===== src/rtl/psum_accumulator.sv =====
// psum_accumulator: sums a programmable number of signed products onto a bias.
// It then applies optional ReLU, a round-half-up right shift and an int8 clamp.
// The result is presented on a valid/ready output port.
//
// state   | meaning
// --------+-----------------------------------------------------------
// S_IDLE  | waiting for start; window parameters latched on start
// S_ACC   | accepting products (in_ready=1), one per cycle when valid
// S_ROUND | one cycle: relu, rounding shift, clamp into out_data
// S_OUT   | out_valid held with stable out_data until out_ready
module psum_accumulator #(
    parameter int PW    = 16,
    parameter int AW    = 32,
    parameter int CNT_W = 12,
    parameter int OW    = 8
) (
    input  logic                    clk,
    input  logic                    sclr,
    input  logic                    start,
    input  logic [CNT_W-1:0]        num_terms,
    input  logic signed [AW-1:0]    bias,
    input  logic [4:0]              shift,
    input  logic                    relu_en,
    input  logic                    in_valid,
    input  logic signed [PW-1:0]    in_p,
    output logic                    in_ready,
    output logic                    out_valid,
    output logic signed [OW-1:0]    out_data,
    input  logic                    out_ready,
    output logic                    busy,
    output logic                    done
);

    localparam logic [1:0] S_IDLE  = 2'd0;
    localparam logic [1:0] S_ACC   = 2'd1;
    localparam logic [1:0] S_ROUND = 2'd2;
    localparam logic [1:0] S_OUT   = 2'd3;

    localparam logic [CNT_W-1:0]  CNT_ONE = {{(CNT_W-1){1'b0}}, 1'b1};
    localparam logic signed [AW-1:0] ACC_MAX = {1'b0, {(AW-1){1'b1}}};
    localparam logic signed [AW-1:0] ACC_MIN = {1'b1, {(AW-1){1'b0}}};
    localparam logic signed [AW:0]   ONE_EXT = {{AW{1'b0}}, 1'b1};
    localparam logic signed [AW:0]   OUT_MAX = (AW+1)'(2**(OW-1) - 1);
    localparam logic signed [AW:0]   OUT_MIN = (AW+1)'(-(2**(OW-1)));

    logic [1:0]              state;
    logic [1:0]              state_nx;

    logic signed [AW-1:0]    acc;
    logic [CNT_W-1:0]        cnt;
    logic [CNT_W-1:0]        nt_q;
    logic [4:0]              shift_q;
    logic                    relu_q;

    logic                    accept;
    logic                    last_term;
    logic signed [AW:0]      sum_ext;
    logic signed [AW-1:0]    acc_sat;
    logic signed [AW:0]      v_ext;
    logic signed [AW:0]      v_sh;
    logic signed [OW-1:0]    v_clamp;

    assign accept    = in_valid & in_ready;
    assign last_term = (cnt == (nt_q - CNT_ONE));

    // Saturating accumulate: one guard bit detects overflow instead of wrapping.
    always_comb begin
        sum_ext = {acc[AW-1], acc} + {{(AW+1-PW){in_p[PW-1]}}, in_p};
        acc_sat = sum_ext[AW-1:0];
        if (sum_ext[AW] != sum_ext[AW-1]) begin
            acc_sat = sum_ext[AW] ? ACC_MIN : ACC_MAX;
        end
    end

    // Requantisation: ReLU, round-half-up arithmetic shift, clamp to OW bits.
    // The extra bit keeps acc_max + 2^30 from overflowing during rounding.
    always_comb begin
        v_ext = {acc[AW-1], acc};
        if (relu_q && acc[AW-1]) begin
            v_ext = '0;
        end
        v_sh = v_ext;
        if (shift_q != 5'd0) begin
            v_sh = (v_ext + (ONE_EXT <<< (shift_q - 5'd1))) >>> shift_q;
        end
        if (v_sh > OUT_MAX) begin
            v_clamp = OUT_MAX[OW-1:0];
        end else if (v_sh < OUT_MIN) begin
            v_clamp = OUT_MIN[OW-1:0];
        end else begin
            v_clamp = v_sh[OW-1:0];
        end
    end

    // State register.
    always_ff @(posedge clk or posedge sclr) begin
        if (sclr) begin
            state <= S_IDLE;
        end else begin
            state <= state_nx;
        end
    end

    // Next-state logic.
    always_comb begin
        state_nx = state;
        case (state)
            S_IDLE: begin
                if (start) begin
                    state_nx = (num_terms == '0) ? S_ROUND : S_ACC;
                end
            end
            S_ACC: begin
                if (accept && last_term) begin
                    state_nx = S_ROUND;
                end
            end
            S_ROUND: state_nx = S_OUT;
            S_OUT: begin
                if (out_ready) begin
                    state_nx = S_IDLE;
                end
            end
            default: state_nx = S_IDLE;
        endcase
    end

    // State-decoded outputs.
    always_comb begin
        in_ready  = (state == S_ACC);
        out_valid = (state == S_OUT);
        busy      = (state != S_IDLE);
    end

    // Window datapath: parameter latch, accumulation, result and done pulse.
    always_ff @(posedge clk or posedge sclr) begin
        if (sclr) begin
            acc      <= '0;
            cnt      <= '0;
            nt_q     <= '0;
            shift_q  <= '0;
            relu_q   <= 1'b0;
            out_data <= '0;
            done     <= 1'b0;
        end else begin
            done <= (state == S_OUT) && out_ready;
            case (state)
                S_IDLE: begin
                    if (start) begin
                        nt_q    <= num_terms;
                        shift_q <= shift;
                        relu_q  <= relu_en;
                        acc     <= bias;
                        cnt     <= '0;
                    end
                end
                S_ACC: begin
                    if (accept) begin
                        acc <= acc_sat;
                        cnt <= cnt + CNT_ONE;
                    end
                end
                S_ROUND: out_data <= v_clamp;
                default: ;
            endcase
        end
    end

endmodule


===== config.mk =====
export PLATFORM = sky130hd
export DESIGN_NAME = psum_accumulator
export DESIGN_NICKNAME = d
export VERILOG_FILES = /design/src/rtl/psum_accumulator.sv
export SDC_FILE = /design/constraint.sdc
export NUM_CORES = 1
export LEC_CHECK = 0
export ABC_AREA = 1
export BUFFER_PORTS_ARGS = -buffer_cell sky130_fd_sc_hd__buf_2
export CAP_MARGIN = 0
export CORE_MARGIN = 3
export CORE_UTILIZATION = 50
export CTS_CLUSTER_SIZE = 30
export DETAILED_ROUTE_END_ITERATION = 7
export PLACE_DENSITY = 0.72
export SLEW_MARGIN = 20
export SYNTH_ARGS = -nofsm -noshare
export SYNTH_HDL_FRONTEND = slang
export SYNTH_SLANG_ARGS = --single-unit

===== constraint.sdc =====
create_clock -name clk -period 7.18 [get_ports clk]
set_input_delay 1.077 -clock clk [delete_from_list [all_inputs] [get_ports clk]]
set_output_delay 1.077 -clock clk [all_outputs]
set_load 0.05 [all_outputs]

==> qor.yml <==
fillers: 2282
crit_arrival_ns: 5.53
die_w_um: 154
synth_cells: 1916
postSynthAreaPerCell_um2: 5.73
vias_per_cell: 5.59
worst_pin_slew_ns: 0.969
stdcell_area_mm2: 0.0119
cts_root_buf: "clkbuf_16"
finalHoldViolCount: 0
ir_drop_v: 0.000369
final_cells: 2239
ioPinCount: 83
vias: 12500
grt_max_degree: 74
synthToLayoutAreaGrowth_pct: 8.13
synth_common_cells: "nand2_1 (583), inv_1 (256), nand3_1 (232)"
reg2reg_slack_ns: 1.89
yosysSeqAreaShare_pct: 16.7
leakage_uw: 0.00637
gr-total-overflow: 0
synthArstFlopShare_pct: 100
yosysMostFrequentCell: "nand2_1"
cpMaxStageDelayCell: "fa_1"
grt_pass1_vias: 11500
startpoint_type: "flip-flop"
p_int_uw: 2380
cp_common_cell: "nand2_1"
synth-edff-count: 0
p_comb_share_pct: 79.9
row_count: 53
yosysTopAreaCell: "nand2_1"
preCtsSetupSlack_ns: 2.02
postCtsResizedCells: 0
worst_slack_ns: 1.89
power_switching_uw: 3680
hold_buffers: 0
clock_latency_ns: 0.35
gp_congestion: 1.02
sequentialPowerShare_pct: 11.9
setup_viol: 0
synth.area.top_cells: "nand2_1 (20%), dfrtp_1 (17%), nand3_1 (11%)"
nets: 2103
clk_path_buf_depth: 2
grt_setup_unrepaired: "false"
yosysTopAreaCellShare_pct: 19.9
synthFlopType: "dfrtp_1"
power.total_uw: 6060
synth.distinct_cells: 55
port_buffers: 82
fin_crit_sh_pct: 73.6
drc: 0
drive_gt1_share_pct: 10.6
initial_utilization_pct: 51.5
hold_path_class: "reg2reg"
critPathKind: "reg2reg"
die_y_um: 154
finalSetupTns_ns: 0
routed_wl_um: 38200
status: "finished, final reports clean"
cts_made_buffers: 9
yosysWarnings: 0
dieArea_mm2: 0.0238
power.share.clock_pct: 8.2
cts_setup_buffers: 0
grt_usage_pct: 31.2
pwr_density_cell_mw_per_mm2: 511
critPathTopFamily: "simple AND/OR/NAND/NOR gates"
core_mm2: 0.0213
antenna_found_initial: 3
synth_seq_cells: 73
placedCellCount: 2223
cp_num_buf_inv: 6
period_needed_ns: 5.29
fmax_ghz: 0.189
cts_tree: "yes"
worstPathRequired_ns: 7.43
first_iter_violations: 1291
maxCapViolations: 0
dp_hpwl_um: 31000
endpoint_kind: "flip-flop"
slew_headroom_pct: 35.4
htreeDepth: 3
ant_nets: 0
place_area_mm2: 0.0115
fin_skew_ns: 0.0118
slowest_delay_ns: 0.40
clk_pin_slew_ns: 0.07
crit_fanout: 36
p_sw_share_pct: 60.8
grt_pass1_wl_um: 60100
syn_nets: 2060
timing_max_transition_violations_final: 0
netlist_area_mm2: 0.0110
dr.pass1.iters: 8
clock-sinks: 73
n_antenna_cell: 0
wl_per_cell_um: 17.1
## worst paths after layout
path | cells after the start | end | from
worst min register to register | 2 | out_data[3] | out_data[3]
min in group asynchronous | 3 | shift_q[1] | sclr
worst max register to register | 37 | out_data[3] | shift_q[0]
max in group asynchronous | 3 | acc[29] | sclr
worst max-delay path | 37 | out_data[3] | shift_q[0]
worst min-delay path | 2 | out_data[3] | out_data[3]
## cell type report
cell class                 count  area [µm²]  area share (%)
sequential                    73        1830            15.4
clock buffer                   9         225            1.90
inverter                     269        1010            8.51
clock inverter                 7        95.1           0.802
timing repair buffer          96         515            4.35
tap                          275         344            2.90
multi-input combinational   1510        7850            66.1
## logic make-up after synthesis
logic type / count (synthesis) / synth area share, %
AND/OR/NAND/NOR: 1115 / 44.3
buffers and inverters: 333 / 12.0
AO/OA/AOI/OAI: 261 / 13.6
adder cells (fa/ha/maj): 73 / 8.46
flip-flops: 73 / 16.7
XOR/XNOR: 55 / 4.46
multiplexers: 6 / 0.582
## layer usage
metal | vias to the layer above | GRT usage [%] | share of wire [%]
li1 | 6275 | - | -
met1 | 5645 | 43.8 | 44
met2 | 523 | 48.5 | 43
met3 | 73 | 7.12 | 9.2
met4 | 6 | 8.33 | 3.1
met5 | - | 0 | 0.060
## layout by cell type, fill, tap and decap left out, types with 3 or more instances in the layout
master	Yosys	routed
o21ai_1	12	12
buf_2	18	82
inv_1	256	255
a21oi_2	5	5
nand4_1	14	14
nand3_2	14	14
nor2_1	188	188
nor2_2	11	11
ha_1	71	71
o21a_1	4	4
clkbuf_16	0	9
nor2_4	8	8
nand3_1	232	232
nor3_1	14	14
mux2_2	3	3
a21o_1	4	4
dfrtp_1	73	73
nand2_2	33	34
o21ai_0	79	79
inv_2	6	7
xor2_1	36	36
a21oi_1	101	100
buf_4	4	14
o211ai_1	11	11
xnor2_1	18	18
nand2_1	583	582
o221ai_1	5	5
o22ai_1	20	20
and2_1	3	3
clkinv_1	7	7
mux2i_1	3	3
o21ai_2	6	6
nor4_1	6	6
## flip-flops by register name (all words and copies together), names as in the netlist
signal,flops
acc,32
cnt,12
done,1
nt_q,12
out_data,8
relu_q,1
shift_q,5
state,2
## power groups by stage
stage / logic (µW) / clock network, µW / registers, µW
3_5_place_dp: 4730 / 0 / 724
5_1_grt: 5360 / 522 / 740
2_1_floorplan: 3570 / 0 / 770
3_3_place_gp: 4710 / 0 / 723
4_1_cts: 4750 / 505 / 718
6_report: 4850 / 497 / 719
## tightest hold or removal path, cell delays in order, from the launching register on
cell	delay [ns]
dfrtp_1	0.35
nand2_1	0.05
nand2_1	0.05
## per-stage QoR
step           hold slack, ns  utilization (%)
6_report                0.487             55.7
5_1_grt                 0.501             55.7
4_1_cts                 0.487             55.7
3_5_place_dp            0.462             54.2
3_3_place_gp            0.465             54.2
2_1_floorplan           0.454                -
No activity file was read; power rests on OpenSTA's default activity.
